`src/rtl/cv32e40p_tmr_scrub_ctrl_if.sv`:
```
`default_nettype none
// ============================================================================
// Module      : cv32e40p_tmr_scrub_ctrl_if
// Description : Resync write-back handshake between the TMR scrub controller
//               (master) and the triplicated register block (slave).
//                 resync_req_o  - write-back request (master -> slave)
//                 resync_lane_o - target replica 0..2 (master -> slave)
//                 resync_data_o - voted value to write (master -> slave)
//                 resync_ack_i  - replica accepted the write (slave -> master)
// Revision    : 1.0 - initial release
// ============================================================================
interface cv32e40p_tmr_scrub_ctrl_if #(
    parameter int WIDTH = 32
);
    logic             resync_req_o;
    logic [1:0]       resync_lane_o;
    logic [WIDTH-1:0] resync_data_o;
    logic             resync_ack_i;

    modport master (
        output resync_req_o,
        output resync_lane_o,
        output resync_data_o,
        input  resync_ack_i
    );

    modport slave (
        input  resync_req_o,
        input  resync_lane_o,
        input  resync_data_o,
        output resync_ack_i
    );
endinterface
`default_nettype wire

```
`src/rtl/cv32e40p_tmr_scrub_ctrl.sv`:
```
`default_nettype none
// ============================================================================
// Module      : cv32e40p_tmr_scrub_ctrl
// Description : Fault monitor / resynchronisation controller for a
//               triplicated register block. Votes the three replica words,
//               detects a single diverging replica and writes the voted value
//               back through the resync handshake; escalates to a sticky
//               fatal flag on multi-lane divergence or a lane that keeps
//               failing after PERSIST_MAX write-back attempts.
// Ports       : clk, rst            - clock, synchronous active-high reset
//               check_en_i          - enables detection while idle
//               clear_i             - clears counters/flags, forces idle
//               res1_i..res3_i      - replica 0..2 state words
//               voted_o             - combinational bitwise majority
//               resync              - handshake interface (master modport)
//               fault_o / fatal_o   - sticky fault / unrecoverable flags
//               err_cnt_o           - packed per-lane counters, lane 0 LSBs
// Config      : CV32E40P_TMR_SCRUB_CNT_EN - when defined, per-lane saturating
//               error counters are built; otherwise err_cnt_o is tied to 0.
// Revision    : 1.0 - initial release
// ============================================================================
module cv32e40p_tmr_scrub_ctrl #(
    parameter int WIDTH       = 32,
    parameter int CNT_W       = 8,
    parameter int PERSIST_MAX = 3
) (
    input  wire logic                  clk,
    input  wire logic                  rst,
    input  wire logic                  check_en_i,
    input  wire logic                  clear_i,
    input  wire logic [WIDTH-1:0]      res1_i,
    input  wire logic [WIDTH-1:0]      res2_i,
    input  wire logic [WIDTH-1:0]      res3_i,
    output logic      [WIDTH-1:0]      voted_o,
    cv32e40p_tmr_scrub_ctrl_if.master  resync,
    output logic                       fault_o,
    output logic                       fatal_o,
    output logic      [3*CNT_W-1:0]    err_cnt_o
);

    localparam logic [1:0] IDLE   = 2'd0;
    localparam logic [1:0] RESYNC = 2'd1;
    localparam logic [1:0] SETTLE = 2'd2;
    localparam logic [1:0] FATAL  = 2'd3;

    localparam logic [3:0] c_persist_max = 4'(PERSIST_MAX);

    logic [1:0]       r_state;
    logic [1:0]       r_lane;
    logic [WIDTH-1:0] r_data;
    logic [3:0]       r_persist;
    logic             r_fault;
    logic             r_fatal;

    logic [WIDTH-1:0] w_voted;
    logic [2:0]       w_div;
    logic             w_multi;
    logic             w_single;
    logic [1:0]       w_lane;
    logic [3:0]       w_persist_nxt;
    logic             w_persist_hit;
    logic             w_same_lane;

    // Bitwise majority of the three replicas.
    assign w_voted = (res1_i & res2_i) | (res1_i & res3_i) | (res2_i & res3_i);

    assign w_div[0] = (res1_i != w_voted);
    assign w_div[1] = (res2_i != w_voted);
    assign w_div[2] = (res3_i != w_voted);

    // All three lanes can diverge at once on different bit positions.
    assign w_multi  = (w_div[0] & w_div[1]) | (w_div[0] & w_div[2]) |
                      (w_div[1] & w_div[2]);
    assign w_single = (|w_div) & ~w_multi;

    // Lane index is only meaningful when w_single is set.
    assign w_lane = w_div[1] ? 2'd1 : (w_div[2] ? 2'd2 : 2'd0);

    assign w_persist_nxt = r_persist + 4'd1;
    assign w_persist_hit = (w_persist_nxt >= c_persist_max);
    assign w_same_lane   = w_single && (w_lane == r_lane);

    always_ff @(posedge clk) begin
        if (rst) begin
            r_state   <= IDLE;
            r_lane    <= 2'd0;
            r_data    <= '0;
            r_persist <= 4'd0;
            r_fault   <= 1'b0;
            r_fatal   <= 1'b0;
        end else if (clear_i) begin
            // Wins over detection and over an ack arriving this cycle.
            r_state   <= IDLE;
            r_persist <= 4'd0;
            r_fault   <= 1'b0;
            r_fatal   <= 1'b0;
        end else begin
            case (r_state)
                IDLE: begin
                    if (check_en_i && w_single) begin
                        r_lane    <= w_lane;
                        r_data    <= w_voted;
                        r_fault   <= 1'b1;
                        r_persist <= 4'd0;
                        r_state   <= RESYNC;
                    end else if (check_en_i && w_multi) begin
                        r_fault <= 1'b1;
                        r_fatal <= 1'b1;
                        r_state <= FATAL;
                    end
                end
                RESYNC: begin
                    if (resync.resync_ack_i) begin
                        r_state <= SETTLE;
                    end
                end
                SETTLE: begin
                    if (w_div == 3'b000) begin
                        r_persist <= 4'd0;
                        r_state   <= IDLE;
                    end else if (w_same_lane) begin
                        r_persist <= w_persist_nxt;
                        if (w_persist_hit) begin
                            r_fatal <= 1'b1;
                            r_state <= FATAL;
                        end else begin
                            r_data  <= w_voted;
                            r_state <= RESYNC;
                        end
                    end else begin
                        r_fatal <= 1'b1;
                        r_state <= FATAL;
                    end
                end
                default: begin
                    r_state <= FATAL;
                end
            endcase
        end
    end

    assign voted_o              = w_voted;
    assign resync.resync_req_o  = (r_state == RESYNC);
    assign resync.resync_lane_o = r_lane;
    assign resync.resync_data_o = r_data;
    assign fault_o              = r_fault;
    assign fatal_o              = r_fatal;

`ifdef CV32E40P_TMR_SCRUB_CNT_EN
    // A lane's count advances once per write-back request issued to it: the
    // initial detection and every retry. The attempt that escalates to fatal
    // issues no request and is not counted.
    logic w_inc;

    assign w_inc = !clear_i &&
                   (((r_state == IDLE) && check_en_i && w_single) ||
                    ((r_state == SETTLE) && w_same_lane && !w_persist_hit));

    for (genvar k = 0; k < 3; k++) begin : g_lane_cnt
        logic [CNT_W-1:0] r_cnt;

        always_ff @(posedge clk) begin
            if (rst) begin
                r_cnt <= '0;
            end else if (clear_i) begin
                r_cnt <= '0;
            end else if (w_inc && (w_lane == 2'(k)) && (r_cnt != {CNT_W{1'b1}})) begin
                r_cnt <= r_cnt + 1'b1;
            end
        end

        assign err_cnt_o[k*CNT_W +: CNT_W] = r_cnt;
    end
`else
    assign err_cnt_o = '0;
`endif

endmodule
`default_nettype wire

```
`src/flat_wrapper.sv`:
```
// flat-port wrapper written by rule: the top's interface ports become plain ports
module cv32e40p_tmr_scrub_ctrl_flat 
#(
    parameter int WIDTH       = 32,
    parameter int CNT_W       = 8,
    parameter int PERSIST_MAX = 3
)
  (clk, rst, check_en_i, clear_i, res1_i, res2_i, res3_i, voted_o, fault_o, fatal_o, err_cnt_o, resync_resync_req_o, resync_resync_lane_o, resync_resync_data_o, resync_resync_ack_i);
  cv32e40p_tmr_scrub_ctrl_if #(.WIDTH(WIDTH)) resync_i ();
  input  wire logic clk;
  input  wire logic rst;
  input  wire logic check_en_i;
  input  wire logic clear_i;
  input  wire logic [WIDTH-1:0] res1_i;
  input  wire logic [WIDTH-1:0] res2_i;
  input  wire logic [WIDTH-1:0] res3_i;
  output logic      [WIDTH-1:0] voted_o;
  output logic fault_o;
  output logic fatal_o;
  output logic      [3*CNT_W-1:0] err_cnt_o;
  output wire logic [$bits(resync_i.resync_req_o)-1:0] resync_resync_req_o;
  output wire logic [$bits(resync_i.resync_lane_o)-1:0] resync_resync_lane_o;
  output wire logic [$bits(resync_i.resync_data_o)-1:0] resync_resync_data_o;
  input wire logic [$bits(resync_i.resync_ack_i)-1:0] resync_resync_ack_i;
  assign resync_resync_req_o = resync_i.resync_req_o;
  assign resync_resync_lane_o = resync_i.resync_lane_o;
  assign resync_resync_data_o = resync_i.resync_data_o;
  assign resync_i.resync_ack_i = resync_resync_ack_i;
  cv32e40p_tmr_scrub_ctrl #(.WIDTH(WIDTH), .CNT_W(CNT_W), .PERSIST_MAX(PERSIST_MAX)) u_core (.clk(clk), .rst(rst), .check_en_i(check_en_i), .clear_i(clear_i), .res1_i(res1_i), .res2_i(res2_i), .res3_i(res3_i), .voted_o(voted_o), .resync(resync_i), .fault_o(fault_o), .fatal_o(fatal_o), .err_cnt_o(err_cnt_o));
endmodule
```
`config.mk`:
```
export PLATFORM = sky130hd
export DESIGN_NAME = cv32e40p_tmr_scrub_ctrl_flat
export DESIGN_NICKNAME = d
export VERILOG_FILES = /design/src/rtl/cv32e40p_tmr_scrub_ctrl_if.sv /design/src/rtl/cv32e40p_tmr_scrub_ctrl.sv /design/src/flat_wrapper.sv
export SDC_FILE = /design/constraint.sdc
export NUM_CORES = 1
export LEC_CHECK = 0
export BUFFER_PORTS_ARGS = -buffer_cell sky130_fd_sc_hd__clkbuf_2
export CAP_MARGIN = 0
export CORE_AREA = 2 2 99 101
export DETAILED_ROUTE_END_ITERATION = 16
export DIE_AREA = 0 0 101 103
export PLACE_DENSITY = 0.8
export SLEW_MARGIN = 10
export SYNTH_ARGS = -nofsm -noshare
export SYNTH_HDL_FRONTEND = slang
export SYNTH_SLANG_ARGS = --single-unit
export TNS_END_PERCENT = 50
```
`constraint.sdc`:
```
create_clock -name clk -period 3.77 [get_ports clk]
set_input_delay 0.5655 -clock clk [delete_from_list [all_inputs] [get_ports clk]]
set_output_delay 0.5655 -clock clk [all_outputs]
set_load 0.1 [all_outputs]
```
==> impl_results.md, run 1 <==
* Status: completed
* DP HPWL at 11,500 um
* Congestion Overflow GR at 0
* Setup violations, final at 0
* Mapped cell area at approximately 4500 sq um
* Final period util at slightly below 90%
* Clock power frac at a little under a quarter
* Fin Hold WS at ~0.5 ns
* Later-pin clock latency in the skew report at 0.30 ns
* Tightest Pin Transition at 0.754 ns
* DR WL/cell at 16.3 um
* Final period demand of the worst path at 3.26 ns
* Slew HR at 49.7%
* Total GRT Usage at 25.8%
* Io pins at 194
* DR pass1 iterations at 5
* DRC viols at 0
* CP max FO at 12
* Yosys reg bits at between 40 and 50
* Placed insts at 859
* Leading area contributor after synthesis: dfxtp_1
* First-pass GRT wire length at 21,400 um
* CP Capture Type: register
* Post-CTS Hold Buffers at 0
* Maximum capacitance violations at 0
* Fmax at 307 MHz
* Register area at approximately 840 sq um
* Crit path launch type: input pin
* Final Util at 58.2%
* Net Sw Frac at 48.3%
* Dominant synthesized flop cell: dfxtp_1
* PwrDens at 299 nW/um^2
* Register area share after synthesis at 18.7%
* Via-per-instance ratio at 5.84
* Share of cells above drive strength 1 at approximately a third
* Post-CTS setup buffers at 0
* Count of final hold-check violations at 0
* HP Class: reg2reg
* CP required at 3.96 ns
* DRT antenna net count at 0
* DP Worst Slack at 0.214 ns
* Sequential share of power at 28.2%
* Yosys cell types at 51
* Nets@finish at 855
* PortBufs at 169
* Gpl congestion at just over 0.9
* Root Driver: clkbuf_8
* Synthesis Warnings at 0
* Vias at 5,065
* Leakage at 0.00256 uW
* Yosys top cell area share at a little under a fifth
* Initial antenna violation count at 1
* Crit Path Category: in2reg
* Combinational group share of total power at ~49%
* H-tree depth at 2
* Die area at 10,400 sq um
* Drt initial violations at 294
* Top cells by area, synth: dfxtp_1 19%, mux2_4 6.7%, and3b_1 6.2%
* Std-Cell Rows at 36
* FILL cells at 900
* Post-Layout Cell Count at about 870
* Fin. max-slew vios at 0
* Sw Pwr at 796 uW
* Setup TNS at 0 ns
* Die width at 101 um
* RSZ-0062 raised after global routing: no
* CTS Buf Count at 5
* CTS tree: done
* Core area at 9460 sq um
* Worst setup margin at 0.511 ns
* Vias in the first global route at 4,462
* Number of flops mapped to enable cells by yosys at 0
* Internal power at 852 uW
* Arr. time, crit path at about 3.5 ns
* Clk buf depth at 2
* Clock net sink count at 42
* Post-CTS sizing at 0
* Ys async rst share at 0%
* Clock Skew at ~0.0035 ns
* Peak VDD IR at 0.160 mV
* Largest net degree at the start of global routing at 37
* Area growth syn-to-layout at 22.2%
* Syn_area_per_cell at around 7.8 sq um
* Clock-pin slew on the worst setup and hold paths at ~0.08 ns
* Area occupied by multi-input gates at 3480 sq um
* Most common cell after layout, fill and taps aside: clkbuf_2
* Die H at 103 um
* Most frequent cells in the layout: 169 x clkbuf_2, 67 x nor2_1, 42 x dfxtp_1
* Routed Wire Length at between 10,000 and 15,000 um
* Syn Inst Count at around 580
* Starting Density at 47.6%
cells by family after synthesis:
group | Yosys count | share of synthesized area [%]
flip-flops | 42 | 18.7
AO/OA/AOI/OAI | 103 | 15.1
XOR/XNOR | 1 | 0.195
adder cells (fa/ha/maj) | 3 | 0.778
other | 1 | 0.0833
buffers and inverters | 41 | 5.95
AND/OR/NAND/NOR | 357 | 49.4
multiplexers | 33 | 9.81
metal layers:
| layer | GRT usage [%] | wire length [um] |
|---|---|---|
| met4 | 8.73 | 368 |
| met5 | 0 | 0 |
| met2 | 43.6 | 6600 |
| met1 | 33.3 | 6150 |
| met3 | 4.75 | 1010 |
state kept, by name, summed over array words and instances, names as in the netlist:
signal and cells:
u_core.fault_o 1, u_core.r_persist 4, u_core.resync.resync_data_o 32, u_core.resync.resync_lane_o 2
u_core.r_state 2, u_core.fatal_o 1
power by group through the flow:
stage	combinational (uW)	sequential, uW	clock, uW
finish	806	464	378
global route	849	466	402
CTS	802	464	383
detailed placement	800	474	0
global placement	790	474	0
floorplan	544	544	0
synthesized netlist by cell type, drive strengths merged (2+ instances only):
cell type  number
mux2           29
nor2           67
ha              2
and3            4
a221oi          3
and3b          32
nand4          22
nand3b         33
o22ai          14
nand3           7
a31o            2
o21ai           9
or3b           32
a21oi          37
nor2b          30
a31oi           2
dfxtp          42
buf            28
nand2b         15
nor3           37
o21a           28
nand2          16
nor3b          32
mux2i           4
inv             5
clkbuf          8
nor4           25
worst max-delay path, cell delays in order:
cell and delay [ns]:
clkbuf_2 0.14, and3b_1 0.19, nor4_1 0.45, nand4_1 0.20
or4_1 0.64, a2111oi_4 0.39, nand2b_1 0.10, nand3_1 0.10
nand3b_2 0.10, buf_4 0.23, mux2_1 0.32
final cells by class:
| type | instances | share of cell area, % |
|---|---|---|
| Antenna cell | 1 | 0.0455 |
| Clock buffer | 6 | 1.50 |
| Clock inverter | 1 | 0.546 |
| Inverter | 5 | 0.341 |
| Multi-Input combinational cell | 521 | 63.2 |
| Sequential cell | 42 | 15.3 |
| Tap cell | 114 | 2.59 |
| Timing Repair Buffer | 177 | 16.5 |
through the flow:
step,cell area (sq um),total power [uW]
2_1_floorplan,4590,1090
3_3_place_gp,5390,1260
3_5_place_dp,5390,1270
4_1_cts,5500,1650
5_1_grt,5500,1720
6_report,5500,1650
path summary, 6_finish.rpt:
| check | from | endpoint | slack (ns) | depth (start not counted) |
|---|---|---|---|---|
| setup reg to reg | u_core.r_persist[1]$_SDFFE_PP0P_ | u_core.resync.resync_data_o[16]$_SDFFE_PP0P_ | 1.50 | 10 |
| hold reg to reg | u_core.resync.resync_data_o[26]$_SDFFE_PP0P_ | u_core.resync.resync_data_o[26]$_SDFFE_PP0P_ | 0.49 | 2 |
| hold / removal | u_core.resync.resync_data_o[26]$_SDFFE_PP0P_ | u_core.resync.resync_data_o[26]$_SDFFE_PP0P_ | 0.49 | 2 |
| setup / recovery | res1_i[7] | u_core.resync.resync_data_o[16]$_SDFFE_PP0P_ | 0.51 | 11 |
Power figures use the tool's default switching activity.
==> inputs of run 2 (changes only) <==
- PLACE_DENSITY: 0.8 -> default
- PLACE_DENSITY_LB_ADDON: default -> 0.1
==> impl_results.md, run 2 (synthesis gave the netlist of run 1 again) <==
* Combinational group share of total power at 49.1% (+0.2 points)
* Count of final hold-check violations at 0 (unchanged)
* DP HPWL at 11,100 um (-3.7%)
* Slew HR at 39.2% (-10 points)
* Arr. time, crit path at 3.63 ns (+0.18 ns)
* Crit Path Category: in2reg
* Internal power at 838 uW (-1.6%)
* CTS Buf Count at 5 (unchanged)
* Crit path launch type: input pin
* DR pass1 iterations at 5 (unchanged)
* DRT antenna net count at 0 (unchanged)
* Peak VDD IR at 0.150 mV (-6.1%)
* Most common cell after layout, fill and taps aside: clkbuf_2
* Fin. max-slew vios at 0 (unchanged)
* Final period util at 91.1% (+4.6 points)
* Tightest Pin Transition at 0.911 ns (+0.157 ns)
* Die width at 101 um (unchanged)
* CP required at 3.96 ns (about the same)
* Post-Layout Cell Count at 866 (-0.12%)
* CTS tree: done
* Total GRT Usage at 25.3% (-0.49 points)
* Routed Wire Length at 13,900 um (-1.9%)
* Post-CTS setup buffers at 0 (unchanged)
* Clk buf depth at 2 (unchanged)
* HP Class: reg2reg
* Vias in the first global route at 4,368 (-2.1%)
* DRC viols at 0 (unchanged)
* PwrDens at 298 nW/um^2 (-0.60%)
* Gpl congestion at 1.00 (+8.0%)
* Final Util at 58.0% (-0.17 points)
* Area growth syn-to-layout at 21.9%
* Placed insts at 858 (-0.12%)
* Nets@finish at 854 (-0.12%)
* Std-Cell Rows at 36 (unchanged)
* Die area at 10,400 sq um (unchanged)
* Maximum capacitance violations at 0 (unchanged)
* Die H at 103 um (unchanged)
* Leakage at 0.00255 uW (-0.35%)
* Io pins at 194 (unchanged)
* Largest register FFs at 32 (unchanged)
* Post-CTS Hold Buffers at 0 (unchanged)
* CP Capture Type: register
* Share of cells above drive strength 1 at 31.4% (-0.27 points)
* Setup violations, final at 0 (unchanged)
* Starting Density at 47.6% (unchanged)
* Fmax at 291 MHz (-5.1%)
* Most frequent cells in the layout: 169 x clkbuf_2, 67 x nor2_1, 42 x dfxtp_1
* Clock-pin slew on the worst setup and hold paths at 0.09 ns (about the same)
* H-tree depth at 2 (unchanged)
* Later-pin clock latency in the skew report at 0.30 ns (about the same)
* Largest net degree at the start of global routing at 47 (+27%)
* Setup TNS at 0 ns (unchanged)
* Sequential share of power at 28.4% (+0.2 points)
* Clock Skew at 0.0110 ns (+0.00750 ns)
* Number of inserted diodes at 0 (-1)
* Vias at 4,992 (-1.4%)
* RSZ-0062 raised after global routing: no
* Core area at 9460 sq um (unchanged)
* Drt initial violations at 190 (-35%)
* Sw Pwr at 795 uW (-0.11%)
* Final period demand of the worst path at 3.43 ns (+0.173 ns)
* Post-CTS sizing at 0 (unchanged)
* First-pass GRT wire length at 21,100 um (-1.3%)
* Initial antenna violation count at 0 (-1)
* PortBufs at 169 (unchanged)
* Status: completed
* Congestion Overflow GR at 0 (unchanged)
* Clock net sink count at 42 (unchanged)
* CP max FO at 20 (+8)
* Root Driver: clkbuf_8
* DR WL/cell at 16.0 um (-1.8%)
* Clock power frac at 22.5% (-0.4 points)
* Via-per-instance ratio at 5.76 (-1.3%)
* Net Sw Frac at 48.7% (+0.38 points)
-- run 2: changes by cell type in the layout (fill, tap and decap cells not counted), sizes merged --
cell / delta
diode: -1
clkbuf: +1
buf: -1
-- run 2: power by group through the flow --
stage	logic (uW)	clock network (uW)	registers [uW]
global placement	788	0	474
detailed placement	797	0	474
finish	802	368	464
global route	846	394	466
CTS	799	375	464
floorplan	544	0	544
-- run 2: area by class of cell --
type | count | area [sq um]
timing repair buffer | 176 | 898
fill | 934 | 3970
inverter | 5 | 18.8
clock buffer | 7 | 76.3
clock inverter | 1 | 30.0
sequential | 42 | 841
multi-input combinational | 521 | 3480
tap | 114 | 143
-- run 2: worst paths after layout --
check	cells past startpoint	from	slack (ns)	endpoint
max	11	res1_i[4]	0.34	u_core.resync.resync_data_o[14]$_SDFFE_PP0P_
min	2	u_core.resync.resync_data_o[26]$_SDFFE_PP0P_	0.49	u_core.resync.resync_data_o[26]$_SDFFE_PP0P_
max reg2reg	10	u_core.r_persist[1]$_SDFFE_PP0P_	1.43	u_core.resync.resync_data_o[14]$_SDFFE_PP0P_
min reg2reg	2	u_core.resync.resync_data_o[26]$_SDFFE_PP0P_	0.49	u_core.resync.resync_data_o[26]$_SDFFE_PP0P_
-- run 2: metrics by stage --
step	instance area [sq um]	hold WS, ns	setup WS (ns)	total power, uW
finish	5490	0.489	0.337	1630
global route	5490	0.493	0.144	1710
CTS	5490	0.490	0.382	1640
detailed placement	5380	0.478	0.0491	1270
global placement	5380	0.468	0.235	1260
floorplan	4590	0.494	0.735	1090
-- run 2: critical path: stages --
cell and delay (ns):
clkbuf_2 0.15, and3b_1 0.20, nor4_1 0.47, nand4_1 0.23, or4_1 0.66, a2111oi_4 0.40, nand2b_1 0.09, nand3_1 0.11
nand3b_2 0.11, buf_4 0.27, mux2_1 0.35
-- run 2: layer usage --
| layer | global-route usage (%) | share of wire [%] |
|---|---|---|
| met1 | 33.1 | 45 |
| met2 | 44.3 | 47 |
| met3 | 4.41 | 6.7 |
| met4 | 4.89 | 1.2 |
| met5 | 0 | 0 |
==> inputs of run 3 (changes only) <==
- ABC_AREA: default -> 1
==> impl_results.md, run 3 <==
* Placed cell area at 5430 sq um (+0.91%)
* Gpl congestion at 0.957 (-4.4%)
* CTS Buf Count at 5 (unchanged)
* Io pins at 194 (unchanged)
* Most frequent cells in the layout: 256 x nand2_1, 169 x clkbuf_2, 154 x nand3_1
* Routed Wire Length at 13,700 um (-1.3%)
* Internal power at 861 uW (+2.8%)
* Worst r2r dst: u_core.resync.resync_data_o[10]$_SDFFE_PP0P_
* Arr. time, crit path at 2.97 ns (-0.66 ns)
* Top cells by count, synth: 256 x nand2_1, 154 x nand3_1, 137 x inv_1
* Starting Density at 48.5% (+0.86 points)
* Slowest stage cell, crit path: buf_4
* Net Sw Frac at 53.9% (+5.2 points)
* Ys async rst share at 0% (unchanged)
* Die area at 10,400 sq um (unchanged)
* DR pass1 iterations at 5 (unchanged)
* Synthesis Warnings at 0 (unchanged)
* Yosys cell types at 30 (-41%)
* HP Class: reg2reg
* Worst R2R Start: u_core.r_persist[1]$_SDFFE_PP0P_
* PortBufs at 169 (unchanged)
* Final period util at 72.5% (-19 points)
* Crit path launch type: input pin
* DRC viols at 0 (unchanged)
* Leakage at 0.00347 uW (+36%)
* Largest register FFs at 32 (unchanged)
* Number of inserted diodes at 0 (unchanged)
* Yosys reg bits at 42 (unchanged)
* Core area at 9460 sq um (unchanged)
* Hold Path Depth at 2 (unchanged)
* First-pass GRT wire length at 21,600 um (+2.3%)
* Clock net sink count at 42 (unchanged)
* Vias in the first global route at 4,816 (+10%)
* Largest net degree at the start of global routing at 35 (-26%)
* DR WL/cell at 11.7 um (-27%)
* Final Util at 58.6% (+0.54 points)
* Top-count cell post-synth: nand2_1
* Sequential share of power at 26.1% (-2.3 points)
* Register area share after synthesis at 18.3% (-0.33 points)
* WP buf/inv at 3 (+1)
* Slew HR at 33.5% (-5.8 points)
* Die H at 103 um (unchanged)
* Final period demand of the worst path at 2.73 ns (-0.701 ns)
* Sw Pwr at 1010 uW (+27%)
* Crit-path most repeated cell: nand2_1
* Drt initial violations at 203 (+6.8%)
* CP required at 4.01 ns (+0.05 ns)
* Fin. max-slew vios at 0 (unchanged)
* Post-CTS setup buffers at 0 (unchanged)
* Vias at 5,743 (+15%)
* Combinational group share of total power at 53.8% (+4.7 points)
* FF-to-FF setup slack at 1.49 ns (+0.06 ns)
* Total GRT Usage at 25.8% (+0.42 points)
* Fmax at 366 MHz (+26%)
* Clock Skew at 0.0102 ns (-0.000836 ns)
* H-tree depth at 2 (unchanged)
* Status: completed
* DRT antenna net count at 0 (unchanged)
* Post-CTS Hold Buffers at 0 (unchanged)
* Clock-pin slew on the worst setup and hold paths at 0.10 ns (about the same)
* Setup violations, final at 0 (unchanged)
* Peak VDD IR at 0.220 mV (+46%)
* CP Capture Type: register
* Most common cell after layout, fill and taps aside: nand2_1
* Root Driver: clkbuf_8
* Syn Inst Count at 889 (+53%)
* Syn_area_per_cell at 5.16 sq um (-33%)
* Worst Hold Launch: u_core.fatal_o$_SDFFE_PP0P_
* CP top delay family: simple AND/OR/NAND/NOR gates
* Congestion Overflow GR at 0 (unchanged)
* Hold Path Sink: u_core.fatal_o$_SDFFE_PP0P_
* CP max FO at 22 (+10%)
* Dominant synthesized flop cell: dfxtp_1
* Count of final hold-check violations at 0 (unchanged)
* Area growth syn-to-layout at 20.8%
* Die width at 101 um (unchanged)
* Met2 usage at 42.1% (-2.3 points)
* Yosys top cell area share at 21.0% (+2.3 points)
* Crit Path Category: in2reg
* CTS tree: done
* Setup TNS at 0 ns (unchanged)
* Share of cells above drive strength 1 at 19.0% (-12 points)
* Critical path, cell by cell: clkbuf_2 > inv_1 > nand3_1 > nand2_1 > nor2_1 > nand2_1 > nor2_1 > nand2_1 > nor2_4 > nand2_1 > nand2_1 > nand3_2 > nand2_1 > nand2_2 > nor2_4 > buf_4 > nor2_1 > nor2_1
* Number of flops mapped to enable cells by yosys at 0 (unchanged)
* Max incr delay on CP at 0.32 ns (-0.34 ns)
* Clk buf depth at 2 (unchanged)
* Worst R2R Path Depth at 14 (+4)
* Mapped cell area at 4580 sq um (+1.8%)
* Post-Layout Cell Count at 1,170 (+35%)
* Post-CTS sizing at 0 (unchanged)
* Later-pin clock latency in the skew report at 0.30 ns (about the same)
* Clock power frac at 20.0% (-2.5 points)
* DP HPWL at 11,400 um (+2.2%)
* GR peak layer: met2
* Placed insts at 1,162 (+35%)
* M1 GR Usage at 35.1% (+2.0 points)
* Top cells by area, synth: nand2_1 21%, dfxtp_1 18%, nand3_1 17%
* Via-per-instance ratio at 4.91 (-15%)
* Tightest Pin Transition at 0.992 ns (+0.0802 ns)
* RSZ-0062 raised after global routing: no
* Post-route cell area at 5540 sq um (+0.93%)
* Maximum capacitance violations at 0 (unchanged)
* Nets@finish at 1,158 (+36%)
* Std-Cell Rows at 36 (unchanged)
* Initial antenna violation count at 0 (unchanged)
* PwrDens at 338 nW/um^2 (+13%)
* FILL cells at 1,061 (+14%)
* Met3 Use GR at 3.25% (-1.2 points)
* Leading area contributor after synthesis: nand2_1
-- run 3: changes by cell type after synthesis, sizes merged, moves of 30 or more --
| cell | delta |
|---|---|
| nand3b | -30 |
| a21oi | -32 |
| o21ai | +58 |
| nor2 | +69 |
| nand2 | +242 |
| or3b | -32 |
| inv | +143 |
| nor3 | -35 |
| nand3 | +148 |
| and3b | -32 |
| nor3b | -32 |
-- run 3: cell families (layout without fill, tap and decap cells) --
family / count (synthesis) / in the layout / share of synthesized area [%]
AOI/OAI and AO/OA: 82 / 82 / 9.47
xor gates and xnor gates: 2 / 2 / 0.382
adders and majority gates: 2 / 2 / 0.546
buffers and inverters: 185 / 329 / 17.8
DFF: 42 / 42 / 18.3
other: 1 / 24 / 0.0818
and+or+nand+nor: 575 / 575 / 53.4
-- run 3: through the flow --
stage               worst slack [ns]  hold WS, ns  total power, uW
floorplan                      0.421        0.477             1300
global placement               0.785        0.449             1500
detailed placement             0.770        0.442             1500
CTS                             1.06        0.460             1870
global route                   0.693        0.493             1970
finish                          1.04        0.458             1870
-- run 3: cell type report --
type	count	area, sq um	share of cell area [%]
tap	114	143	2.58
inverter	149	559	10.1
sequential	42	841	15.2
clock inverter	3	40.0	0.723
multi-input combinational	685	3020	54.5
timing repair buffer	172	868	15.7
clock buffer	5	68.8	1.24
-- run 3: how the worst max path moves through the flow --
stage	from	endpoint	slack, ns	cells past startpoint
finish	res1_i[2]	u_core.resync.resync_data_o[10]$_SDFFE_PP0P_	1.04	18
global placement	res1_i[2]	u_core.resync.resync_data_o[15]$_SDFFE_PP0P_	0.79	18
floorplan	res2_i[11]	voted_o[11]	0.42	2
detailed placement	res1_i[2]	u_core.resync.resync_data_o[25]$_SDFFE_PP0P_	0.77	18
CTS	res1_i[2]	u_core.resync.resync_data_o[10]$_SDFFE_PP0P_	1.06	18
global route	res1_i[10]	u_core.resync.resync_data_o[24]$_SDFFE_PP0P_	0.69	20
-- run 3: worst min-delay path, delay by kind of cell, from the launching register on --
kind / cells / cell delay [ns]
AOI/OAI and AO/OA: 1 / 0.05
DFF: 1 / 0.32
buffers and inverters: 1 / 0.05
-- run 3: power groups by stage --
| stage | registers (uW) | clock network (uW) | logic [uW] |
|---|---|---|---|
| finish | 489 | 374 | 1010 |
| global placement | 500 | 0 | 1000 |
| CTS | 489 | 375 | 1010 |
| detailed placement | 499 | 0 | 1000 |
| floorplan | 681 | 0 | 624 |
| global route | 492 | 394 | 1090 |
-- run 3: metal layers --
metal  vias up  share of wire [%]
li1       3084                  -
met1      2452                 47
met2       178                 44
met3        29                5.4
met4         0                3.1
met5         -                  0
